<file path="src/rtl/mem_io_ctrl_if.sv">
// CPU byte bus, RAM port and UART TX/RX wires grouped for the memory/IO controller.
// No logic; the slave modport is the controller's view, master is the CPU/board view.
// Flow control carried here: io_buffer_full to the CPU, tx_valid/tx_ready to the UART.
interface mem_io_ctrl_if;
    logic [31:0] cpu_a;
    logic [7:0]  cpu_dout;
    logic        cpu_wr;
    logic [7:0]  cpu_din;
    logic        io_buffer_full;
    logic [16:0] ram_a;
    logic        ram_we;
    logic [7:0]  ram_d;
    logic [7:0]  ram_q;
    logic        tx_valid;
    logic [7:0]  tx_data;
    logic        tx_ready;
    logic        rx_valid;
    logic [7:0]  rx_data;
    logic        rx_pop;

    modport slave (
        input  cpu_a, cpu_dout, cpu_wr, ram_q, tx_ready, rx_valid, rx_data,
        output cpu_din, io_buffer_full, ram_a, ram_we, ram_d, tx_valid, tx_data, rx_pop
    );

    modport master (
        output cpu_a, cpu_dout, cpu_wr, ram_q, tx_ready, rx_valid, rx_data,
        input  cpu_din, io_buffer_full, ram_a, ram_we, ram_d, tx_valid, tx_data, rx_pop
    );
endinterface

</file>
<file path="src/rtl/mem_io_ctrl.sv">
// Address decoder: RAM steering, UART TX FIFO, RX pop, coherent 32-bit cycle counter, program stop.
// Read data returns exactly one cycle after the access; RAM writes are combinational.
// io_buffer_full warns the CPU MARGIN slots early; a push into a full FIFO is dropped and flagged.
module mem_io_ctrl #(
    parameter int DEPTH  = 16,
    parameter int MARGIN = 2
) (
    input  logic          clk_in,
    input  logic          rst_n_in,
    input  logic          rdy_in,
    mem_io_ctrl_if.slave  bus,
    output logic          halted,
    output logic          done
);
    localparam int AW = $clog2(DEPTH);
    localparam int CW = AW + 1;
    localparam logic [CW-1:0] FULL_CNT = CW'(DEPTH);
    localparam logic [CW-1:0] WARN_CNT = CW'(DEPTH - MARGIN);

    // Source of the byte returned on cpu_din in the cycle after a read.
    typedef enum logic {SEL_IO = 1'b0, SEL_RAM = 1'b1} sel_e;

    logic [31:0]   cnt_q, cnt_d;
    logic [31:0]   snap_q, snap_d;
    logic [AW-1:0] wr_ptr_q, wr_ptr_d;
    logic [AW-1:0] rd_ptr_q, rd_ptr_d;
    logic [CW-1:0] count_q, count_d;
    logic          ovf_q, ovf_d;
    logic          halted_q, halted_d;
    logic          done_q, done_d;
    sel_e          sel_q, sel_d;
    logic [7:0]    io_dat_q, io_dat_d;
    logic [7:0]    fifo_mem [DEPTH];

    // Only [17:0] of the CPU address is decoded.
    logic unused_addr_bits;
    assign unused_addr_bits = ^bus.cpu_a[31:18];

    logic        io_sel;
    logic [15:0] io_off;
    logic        acc_wr;
    logic        acc_rd;
    logic        halt_set;
    logic        tx_push;
    logic [7:0]  push_dat;
    logic        tx_pop;
    logic        push_ok;

    assign io_sel   = (bus.cpu_a[17:16] == 2'b11);
    assign io_off   = bus.cpu_a[15:0];
    // Once halted, every CPU write (RAM or IO) is dropped.
    assign acc_wr   = rdy_in && bus.cpu_wr && !halted_q;
    assign acc_rd   = rdy_in && !bus.cpu_wr;
    assign halt_set = acc_wr && io_sel && (io_off == 16'h0004);
    // A zero byte to the data port is ignored; the stop write queues a zero terminator.
    assign tx_push  = halt_set ||
                      (acc_wr && io_sel && (io_off == 16'h0000) && (bus.cpu_dout != 8'h00));
    assign push_dat = halt_set ? 8'h00 : bus.cpu_dout;
    assign tx_pop   = (count_q != '0) && bus.tx_ready;
    // A pop in the same cycle frees the slot, so a push into a full FIFO still lands.
    assign push_ok  = tx_push && ((count_q != FULL_CNT) || tx_pop);

    assign bus.ram_a          = bus.cpu_a[16:0];
    assign bus.ram_d          = bus.cpu_dout;
    assign bus.ram_we         = acc_wr && !io_sel;
    assign bus.rx_pop         = acc_rd && io_sel && (io_off == 16'h0000) && bus.rx_valid;
    assign bus.cpu_din        = (sel_q == SEL_RAM) ? bus.ram_q : io_dat_q;
    assign bus.tx_valid       = (count_q != '0);
    assign bus.tx_data        = fifo_mem[rd_ptr_q];
    assign bus.io_buffer_full = (count_q >= WARN_CNT);
    assign halted             = halted_q;
    assign done               = done_q;

    // Read path and cycle counter: select source, capture IO byte, snapshot on byte-0 read.
    always_comb begin
        cnt_d    = cnt_q;
        snap_d   = snap_q;
        sel_d    = sel_q;
        io_dat_d = io_dat_q;
        if (rdy_in) begin
            cnt_d = cnt_q + 32'd1;
        end
        if (acc_rd) begin
            sel_d    = io_sel ? SEL_IO : SEL_RAM;
            io_dat_d = 8'h00;
            if (io_sel) begin
                case (io_off)
                    16'h0000: io_dat_d = bus.rx_valid ? bus.rx_data : 8'h00;
                    16'h0004: begin
                        io_dat_d = cnt_q[7:0];
                        snap_d   = cnt_q;
                    end
                    16'h0005: io_dat_d = snap_q[15:8];
                    16'h0006: io_dat_d = snap_q[23:16];
                    16'h0007: io_dat_d = snap_q[31:24];
                    default:  io_dat_d = 8'h00;
                endcase
            end
        end
    end

    // TX FIFO bookkeeping, overflow flag, halt and done tracking.
    always_comb begin
        wr_ptr_d = wr_ptr_q;
        rd_ptr_d = rd_ptr_q;
        count_d  = count_q;
        ovf_d    = ovf_q;
        halted_d = halted_q || halt_set;
        done_d   = halted_q && (count_q == '0);
        if (push_ok) begin
            wr_ptr_d = wr_ptr_q + AW'(1);
        end
        if (tx_pop) begin
            rd_ptr_d = rd_ptr_q + AW'(1);
        end
        case ({push_ok, tx_pop})
            2'b10:   count_d = count_q + CW'(1);
            2'b01:   count_d = count_q - CW'(1);
            default: count_d = count_q;
        endcase
        if (tx_push && !push_ok) begin
            ovf_d = 1'b1;
        end
    end

    // State registers; the FIFO storage itself needs no reset.
    always_ff @(posedge clk_in or negedge rst_n_in) begin
        if (!rst_n_in) begin
            cnt_q    <= '0;
            snap_q   <= '0;
            wr_ptr_q <= '0;
            rd_ptr_q <= '0;
            count_q  <= '0;
            ovf_q    <= 1'b0;
            halted_q <= 1'b0;
            done_q   <= 1'b0;
            sel_q    <= SEL_IO;
            io_dat_q <= 8'h00;
        end else begin
            cnt_q    <= cnt_d;
            snap_q   <= snap_d;
            wr_ptr_q <= wr_ptr_d;
            rd_ptr_q <= rd_ptr_d;
            count_q  <= count_d;
            ovf_q    <= ovf_d;
            halted_q <= halted_d;
            done_q   <= done_d;
            sel_q    <= sel_d;
            io_dat_q <= io_dat_d;
        end
    end

    // FIFO storage write.
    always_ff @(posedge clk_in) begin
        if (push_ok) begin
            fifo_mem[wr_ptr_q] <= push_dat;
        end
    end
endmodule

</file>
<file path="src/flat_wrapper.sv">
// flat-port wrapper written by rule: the top's interface ports become plain ports
module mem_io_ctrl_flat 
#(
    parameter int DEPTH  = 16,
    parameter int MARGIN = 2
)
  (clk_in, rst_n_in, rdy_in, halted, done, bus_cpu_a, bus_cpu_dout, bus_cpu_wr, bus_ram_q, bus_tx_ready, bus_rx_valid, bus_rx_data, bus_cpu_din, bus_io_buffer_full, bus_ram_a, bus_ram_we, bus_ram_d, bus_tx_valid, bus_tx_data, bus_rx_pop);
  mem_io_ctrl_if bus_i ();
  input  logic clk_in;
  input  logic rst_n_in;
  input  logic rdy_in;
  output logic halted;
  output logic done;
  input wire logic [$bits(bus_i.cpu_a)-1:0] bus_cpu_a;
  input wire logic [$bits(bus_i.cpu_dout)-1:0] bus_cpu_dout;
  input wire logic [$bits(bus_i.cpu_wr)-1:0] bus_cpu_wr;
  input wire logic [$bits(bus_i.ram_q)-1:0] bus_ram_q;
  input wire logic [$bits(bus_i.tx_ready)-1:0] bus_tx_ready;
  input wire logic [$bits(bus_i.rx_valid)-1:0] bus_rx_valid;
  input wire logic [$bits(bus_i.rx_data)-1:0] bus_rx_data;
  output wire logic [$bits(bus_i.cpu_din)-1:0] bus_cpu_din;
  output wire logic [$bits(bus_i.io_buffer_full)-1:0] bus_io_buffer_full;
  output wire logic [$bits(bus_i.ram_a)-1:0] bus_ram_a;
  output wire logic [$bits(bus_i.ram_we)-1:0] bus_ram_we;
  output wire logic [$bits(bus_i.ram_d)-1:0] bus_ram_d;
  output wire logic [$bits(bus_i.tx_valid)-1:0] bus_tx_valid;
  output wire logic [$bits(bus_i.tx_data)-1:0] bus_tx_data;
  output wire logic [$bits(bus_i.rx_pop)-1:0] bus_rx_pop;
  assign bus_i.cpu_a = bus_cpu_a;
  assign bus_i.cpu_dout = bus_cpu_dout;
  assign bus_i.cpu_wr = bus_cpu_wr;
  assign bus_i.ram_q = bus_ram_q;
  assign bus_i.tx_ready = bus_tx_ready;
  assign bus_i.rx_valid = bus_rx_valid;
  assign bus_i.rx_data = bus_rx_data;
  assign bus_cpu_din = bus_i.cpu_din;
  assign bus_io_buffer_full = bus_i.io_buffer_full;
  assign bus_ram_a = bus_i.ram_a;
  assign bus_ram_we = bus_i.ram_we;
  assign bus_ram_d = bus_i.ram_d;
  assign bus_tx_valid = bus_i.tx_valid;
  assign bus_tx_data = bus_i.tx_data;
  assign bus_rx_pop = bus_i.rx_pop;
  mem_io_ctrl #(.DEPTH(DEPTH), .MARGIN(MARGIN)) u_core (.clk_in(clk_in), .rst_n_in(rst_n_in), .rdy_in(rdy_in), .bus(bus_i), .halted(halted), .done(done));
endmodule
</file>
<file path="config.mk">
export PLATFORM = sky130hd
export DESIGN_NAME = mem_io_ctrl_flat
export DESIGN_NICKNAME = d
export VERILOG_FILES = /design/src/rtl/mem_io_ctrl_if.sv /design/src/rtl/mem_io_ctrl.sv /design/src/flat_wrapper.sv
export SDC_FILE = /design/constraint.sdc
export NUM_CORES = 1
export LEC_CHECK = 0
export ABC_AREA = 1
export BUFFER_PORTS_ARGS = -buffer_cell sky130_fd_sc_hd__buf_2
export CORE_UTILIZATION = 50
export DETAILED_ROUTE_END_ITERATION = 7
export GPL_TIMING_DRIVEN = 0
export PLACE_DENSITY = 0.74
export SYNTH_ARGS = -nofsm -noshare
export SYNTH_HDL_FRONTEND = slang
export SYNTH_SLANG_ARGS = --single-unit
</file>
<file path="constraint.sdc">
create_clock -name clk_in -period 5.89 [get_ports clk_in]
set_input_delay 0.8835 -clock clk_in [delete_from_list [all_inputs] [get_ports clk_in]]
set_output_delay 0.8835 -clock clk_in [all_outputs]
set_load 0.1 [all_outputs]
</file>
Word-level counts from Yosys, hierarchy flattened
Memories as Yosys holds them, arrays and structs flattened.
Index checks and enable logic that the tools add are counted.
{ "totals": {"ff_bits": 88, "mem_bits_rw": 128, "input_bits": 62, "output_inout_bits": 47, "wordCells": 59, "memories": 1} }
{ "op_classes": {"add_sub_neg": 5, "n_lt_le_gt_ge": 1, "n_eq_ne": 8, "muxes": 9, "reduce_logical": 26} }
{ "memory_table": {"columns": ["name", "words", "width", "read_ports", "rd_ports_with_merged_regs", "write_ports", "line", "source"], "rows": [
  ["u_core.fifo_mem", 16, 8, 1, 0, 1, "mem_io_ctrl.sv:33", "logic [7:0] fifo_mem [DEPTH];"]
]} }
{ "ops": {"columns": ["op", "count"], "rows": [
  ["16-bit by 3-bit equality test with 1-bit output, second input constant", 4],
  ["8-bit case mux with 5 select lines", 1],
  ["32-bit by 1-bit adder with 32-bit output, second input constant", 1],
  ["8-bit two-way mux", 4],
  ["16-bit zero test", 1],
  ["1-bit logical AND", 14],
  ["5-bit case mux with 2 select lines", 1],
  ["4-bit by 1-bit adder with 4-bit output, second input constant", 2],
  ["8-bit nonzero test", 1],
  ["5-bit by 1-bit adder with 5-bit output, second input constant", 1],
  ["5-bit by 4-bit >= comparator with 1-bit output, second input constant", 1],
  ["5-bit zero test", 1],
  ["5-bit inequality test, second input constant", 1],
  ["5-bit nonzero test", 1],
  ["5-bit by 1-bit subtractor with 5-bit output, second input constant", 1],
  ["2-bit equality test, second input constant", 2],
  ["1-bit zero test", 3],
  ["1-bit logical OR", 3],
  ["1-bit two-way mux", 3],
  ["3-bit AND reduction", 1],
  ["2-bit by 1-bit equality test with 1-bit output, second input constant", 1],
  ["2-bit nonzero test", 1]
]} }

Depth between registers and ports, before layout
{ "logic_depth": {"ltp_word": 9, "ltp_mapped": 20, "depth_no_buf": 20} }

Least setup slack after synthesis
OpenSTA, ideal clock, no wires.
{ "synth_timing": {"path_kind": "input-to-output", "startpoint": "input port rdy_in", "endpoint": "output port bus_rx_pop", "arrival_time_ns": 3.547, "required_time_ns": 5.007, "slack_ns": 1.459, "cell_stages": 7, "cell_sequence": "buf_6 inv_2 nor2_1 inv_2 nor2_2 inv_1 nor3_1"} }
{ "synth_between": {"elab_chain_len": 4} }
{ "synth_lines": {"columns": ["element", "line", "source"], "rows": [
  ["start: declaration", "flat_wrapper.sv:11", "input logic rdy_in;"],
  ["1-bit logical AND", "mem_io_ctrl.sv:53", "assign acc_rd = rdy_in && !bus.cpu_wr;"],
  ["1-bit logical AND (3 in a row)", "mem_io_ctrl.sv:66", "assign bus.rx_pop = acc_rd && io_sel && (io_off == 16'h0000) && bus.rx_valid;"],
  ["end: declaration", "flat_wrapper.sv:28", "output wire logic [$bits(bus_i.rx_pop)-1:0] bus_rx_pop;"]
]} }
Every way passes these cells.

Final worst setup path
{ "layout_timing": {"startpoint": "register u_core.rd_ptr_q[0]", "endpoint": "output port bus_tx_data[5]"} }
{ "layout_between": {"elab_chain_len": 1} }
{ "layout_lines": {"columns": ["element", "line", "source"], "rows": [
  ["start: declaration", "mem_io_ctrl.sv:26", "logic [AW-1:0] rd_ptr_q, rd_ptr_d;"],
  ["start signal: assignment", "mem_io_ctrl.sv:143", "rd_ptr_q <= rd_ptr_d;"],
  ["memory 16 x 8 bit", null, null],
  ["end: declaration", "flat_wrapper.sv:27", "output wire logic [$bits(bus_i.tx_data)-1:0] bus_tx_data;"]
]} }
Every way passes these cells.

==> reports/results.ini <==
[cts]
cts_buffers=22
insertion_delay_ns=0.51
cts_root_buffer=clkbuf_16
post_cts_resized=0
numClockSinks=208
cts_max_path_buffers=3
cts_tree=yes
clk_pin_slew_ns=0.06
postCtsHoldBufs=0
post_cts_buffers=0
htreeDepth=1

[logic_synthesis]
syn-cell-area_um2=9774
synth_flop_cell=edfxtp_1
ys_seq_area_share_pct=59.81
yosys_warnings=0
synth_cells=925
synth_edf_count=128
ys_top_cells_by_area=edfxtp_1, dfrtp_1, nand2_1
yosysTopAreaCell=edfxtp_1
async_reset_ff_share_pct=38.46
synth_top_area_share_pct=39.32
avgSynthCellArea_um2=10.57
yosysUniqueCellTypes=42
ys_seq_elements=208
syn_nets=997

[setup_path]
worstPathMaxFanout=10
endpoint_kind=output pin
r2r_cells=19
regToRegEndpoint=u_core.count_q[4]
cp-start-kind=register
path_class=reg -> out
rrSetupSlack_ns=3.07
crit_required_ns=5.01
r2r_start=u_core.halted
crit_arrival_ns=2.85

[layout]
final_layout_size_suffix_gt1_share_pct=19.68
nets=1115
diodes=0
n_fill_cell=1555
layout.cells.non_filler=1317
syn_to_final_growth_pct=15.59

[power]
p_leak_nw=4.908
ir_drop_v=0.0002972
power_density_nw_per_um2=417.9

[floorplanning]
start_util_pct=51.56
die_area_um2=20110
die_h_um=141.8
core_area_um2=18960
die_w_um=141.8
fp-row-count=50
pin_count=109

[grt]
antenna_found_initial=0
grt_max_degree=59
grt_pass1_wl_um=36580
overflow=0
grtUsageTotal_pct=23.86
grt_pass1_vias=6875

[drt]
vias=7101
drc=0
dr.max_layer_used=met4
wl_met3_um=1267
ant_nets=0
vias_per_cell=5.392
wirelength_um=23250
drtIter0Drc=614
wl_per_cell_um=17.65
dr_wl_met2_um=11330
dr.pass1.iters=5
wl_met1_um=10010

[timing]
fin_skew_ns=0.02365
slew_headroom_pct=48.30
period_share_pct=63.44
rsz0062_at_grt=no
min_period_ns=3.737
timing.final.max_slew_violations=0
setup-tns-final_ns=0
worst_pin_slew_ns=0.7726
setup_violations=0
hold_viol=0
max_freq_ghz=0.2676

[placed_design]
dp_cells=1279
dp_hpwl_um=16400
gp_congestion=0.9837
numPortBuffers=93

[flow_run]
maxCapViolations=0

[run_status]
outcome=finished, final reports clean

[worst_hold_path]
hold_path_class=in -> async

worst max-delay path: stages (launching register included):
cell and delay [ns]:
dfrtp_1 0.39, buf_2 0.24, buf_1 0.48, o21ai_0 0.25, o221ai_1 0.27, nand3_1 0.16, nand2_1 0.11, buf_2 0.42
cell usage after synthesis, types with 2 or more instances:
library cell and n:
inv_2 5, ha_1 9, nand4_1 14, nand2_2 10, buf_2 8, nor3_2 2, nand2_1 159, nor2_4 8
nand3_2 3, mux2_4 4, a21oi_1 7, edfxtp_1 128, o211ai_1 8, mux2_2 2, nor2_1 110, buf_1 2
o221ai_1 24, nand3_1 46, nand2_4 6, nor2_2 2, mux2i_1 24, clkbuf_1 18, dfrtp_1 80, xor2_1 37
nor3_4 2, clkinv_1 3, o21ai_0 61, nand3b_1 2, o21ai_1 3, buf_6 2, inv_1 80, buf_4 25
nor3_1 15, o32ai_1 8
layout make-up:
class | instances | area (um^2) | area share, %
clock inverters | 7 | 67.56 | 0.5980
plain buffers | 55 | 325.3 | 2.879
inverters | 89 | 336.6 | 2.979
clock buffers | 31 | 635.6 | 5.626
repair buffers | 94 | 495.5 | 4.385
well taps | 260 | 325.3 | 2.879
flip-flops and latches | 208 | 5846 | 51.74
multi-input cells | 573 | 3267 | 28.91
registers in the layout, summed over array words and instances (netlist names), 4 cells and up:
name / flops
u_core.rd_ptr_q: 4
u_core.io_dat_q: 8
u_core.snap_q: 24
u_core.count_q: 5
u_core.fifo_mem: 128
u_core.wr_ptr_q: 4
u_core.cnt_q: 32
power breakdown:
| part | total [W] | switching, W | internal (W) |
|---|---|---|---|
| clock | 0.00134 | 0.000546 | 0.000794 |
| combinational | 0.00170 | 0.00131 | 0.000395 |
| sequential | 0.00168 | 0.0000590 | 0.00162 |
| total | 0.00472 | 0.00191 | 0.00281 |
per-layer routing:
metal	global-route usage [%]	vias to the layer above
met1	32.04	3448
met4	7.923	0
met2	40.03	240
met5	0	-
met3	3.341	49
li1	-	3364
placed cells by master (no fill, tap or decap), types with 26 or more instances in the layout:
master,n
o21ai_0,61
buf_4,26
nor2_1,110
inv_1,80
nand3_1,46
nand2_1,159
buf_2,100
dfrtp_1,80
edfxtp_1,128
xor2_1,37
logic make-up (layout without fill, tap and decap cells):
group                    Yosys count  in the layout  synth area share [%]
adder cells (fa/ha/maj)           10             10                 1.357
AO/OA/AOI/OAI                    113            113                 7.284
XOR/XNOR                          37             37                 3.315
AND/OR/NAND/NOR                  383            383                 18.16
flip-flops                       208            208                 59.81
multiplexers                      30             30                 3.303
buffers and inverters            144            276                 6.772
how the worst max path moves through the flow:
stage	start	endpoint	slack, ns	cells past startpoint
2_1_floorplan	rdy_in	bus_rx_pop	1.46	7
3_3_place_gp	bus_cpu_a[5]	u_core.count_q[4]	2.61	20
3_5_place_dp	bus_cpu_a[5]	u_core.count_q[4]	2.54	20
4_1_cts	u_core.rd_ptr_q[0]	bus_tx_data[5]	2.16	7
5_1_grt	u_core.rd_ptr_q[0]	bus_tx_data[2]	2.06	8
6_report	u_core.rd_ptr_q[0]	bus_tx_data[5]	2.15	7
through the flow:
stage	power (W)	instance area (um^2)	util (%)	hold slack [ns]	setup slack (ns)
3_3_place_gp	0.003351	10570	55.74	0.4585	2.608
3_5_place_dp	0.003394	10600	55.89	0.4668	2.536
6_report	0.004722	11300	59.60	0.2833	2.153
5_1_grt	0.004911	11300	59.60	0.3018	2.056
2_1_floorplan	0.002999	9774	-	0.4416	1.459
4_1_cts	0.004733	11300	59.60	0.2781	2.157
(Power assumes the default switching activity.)
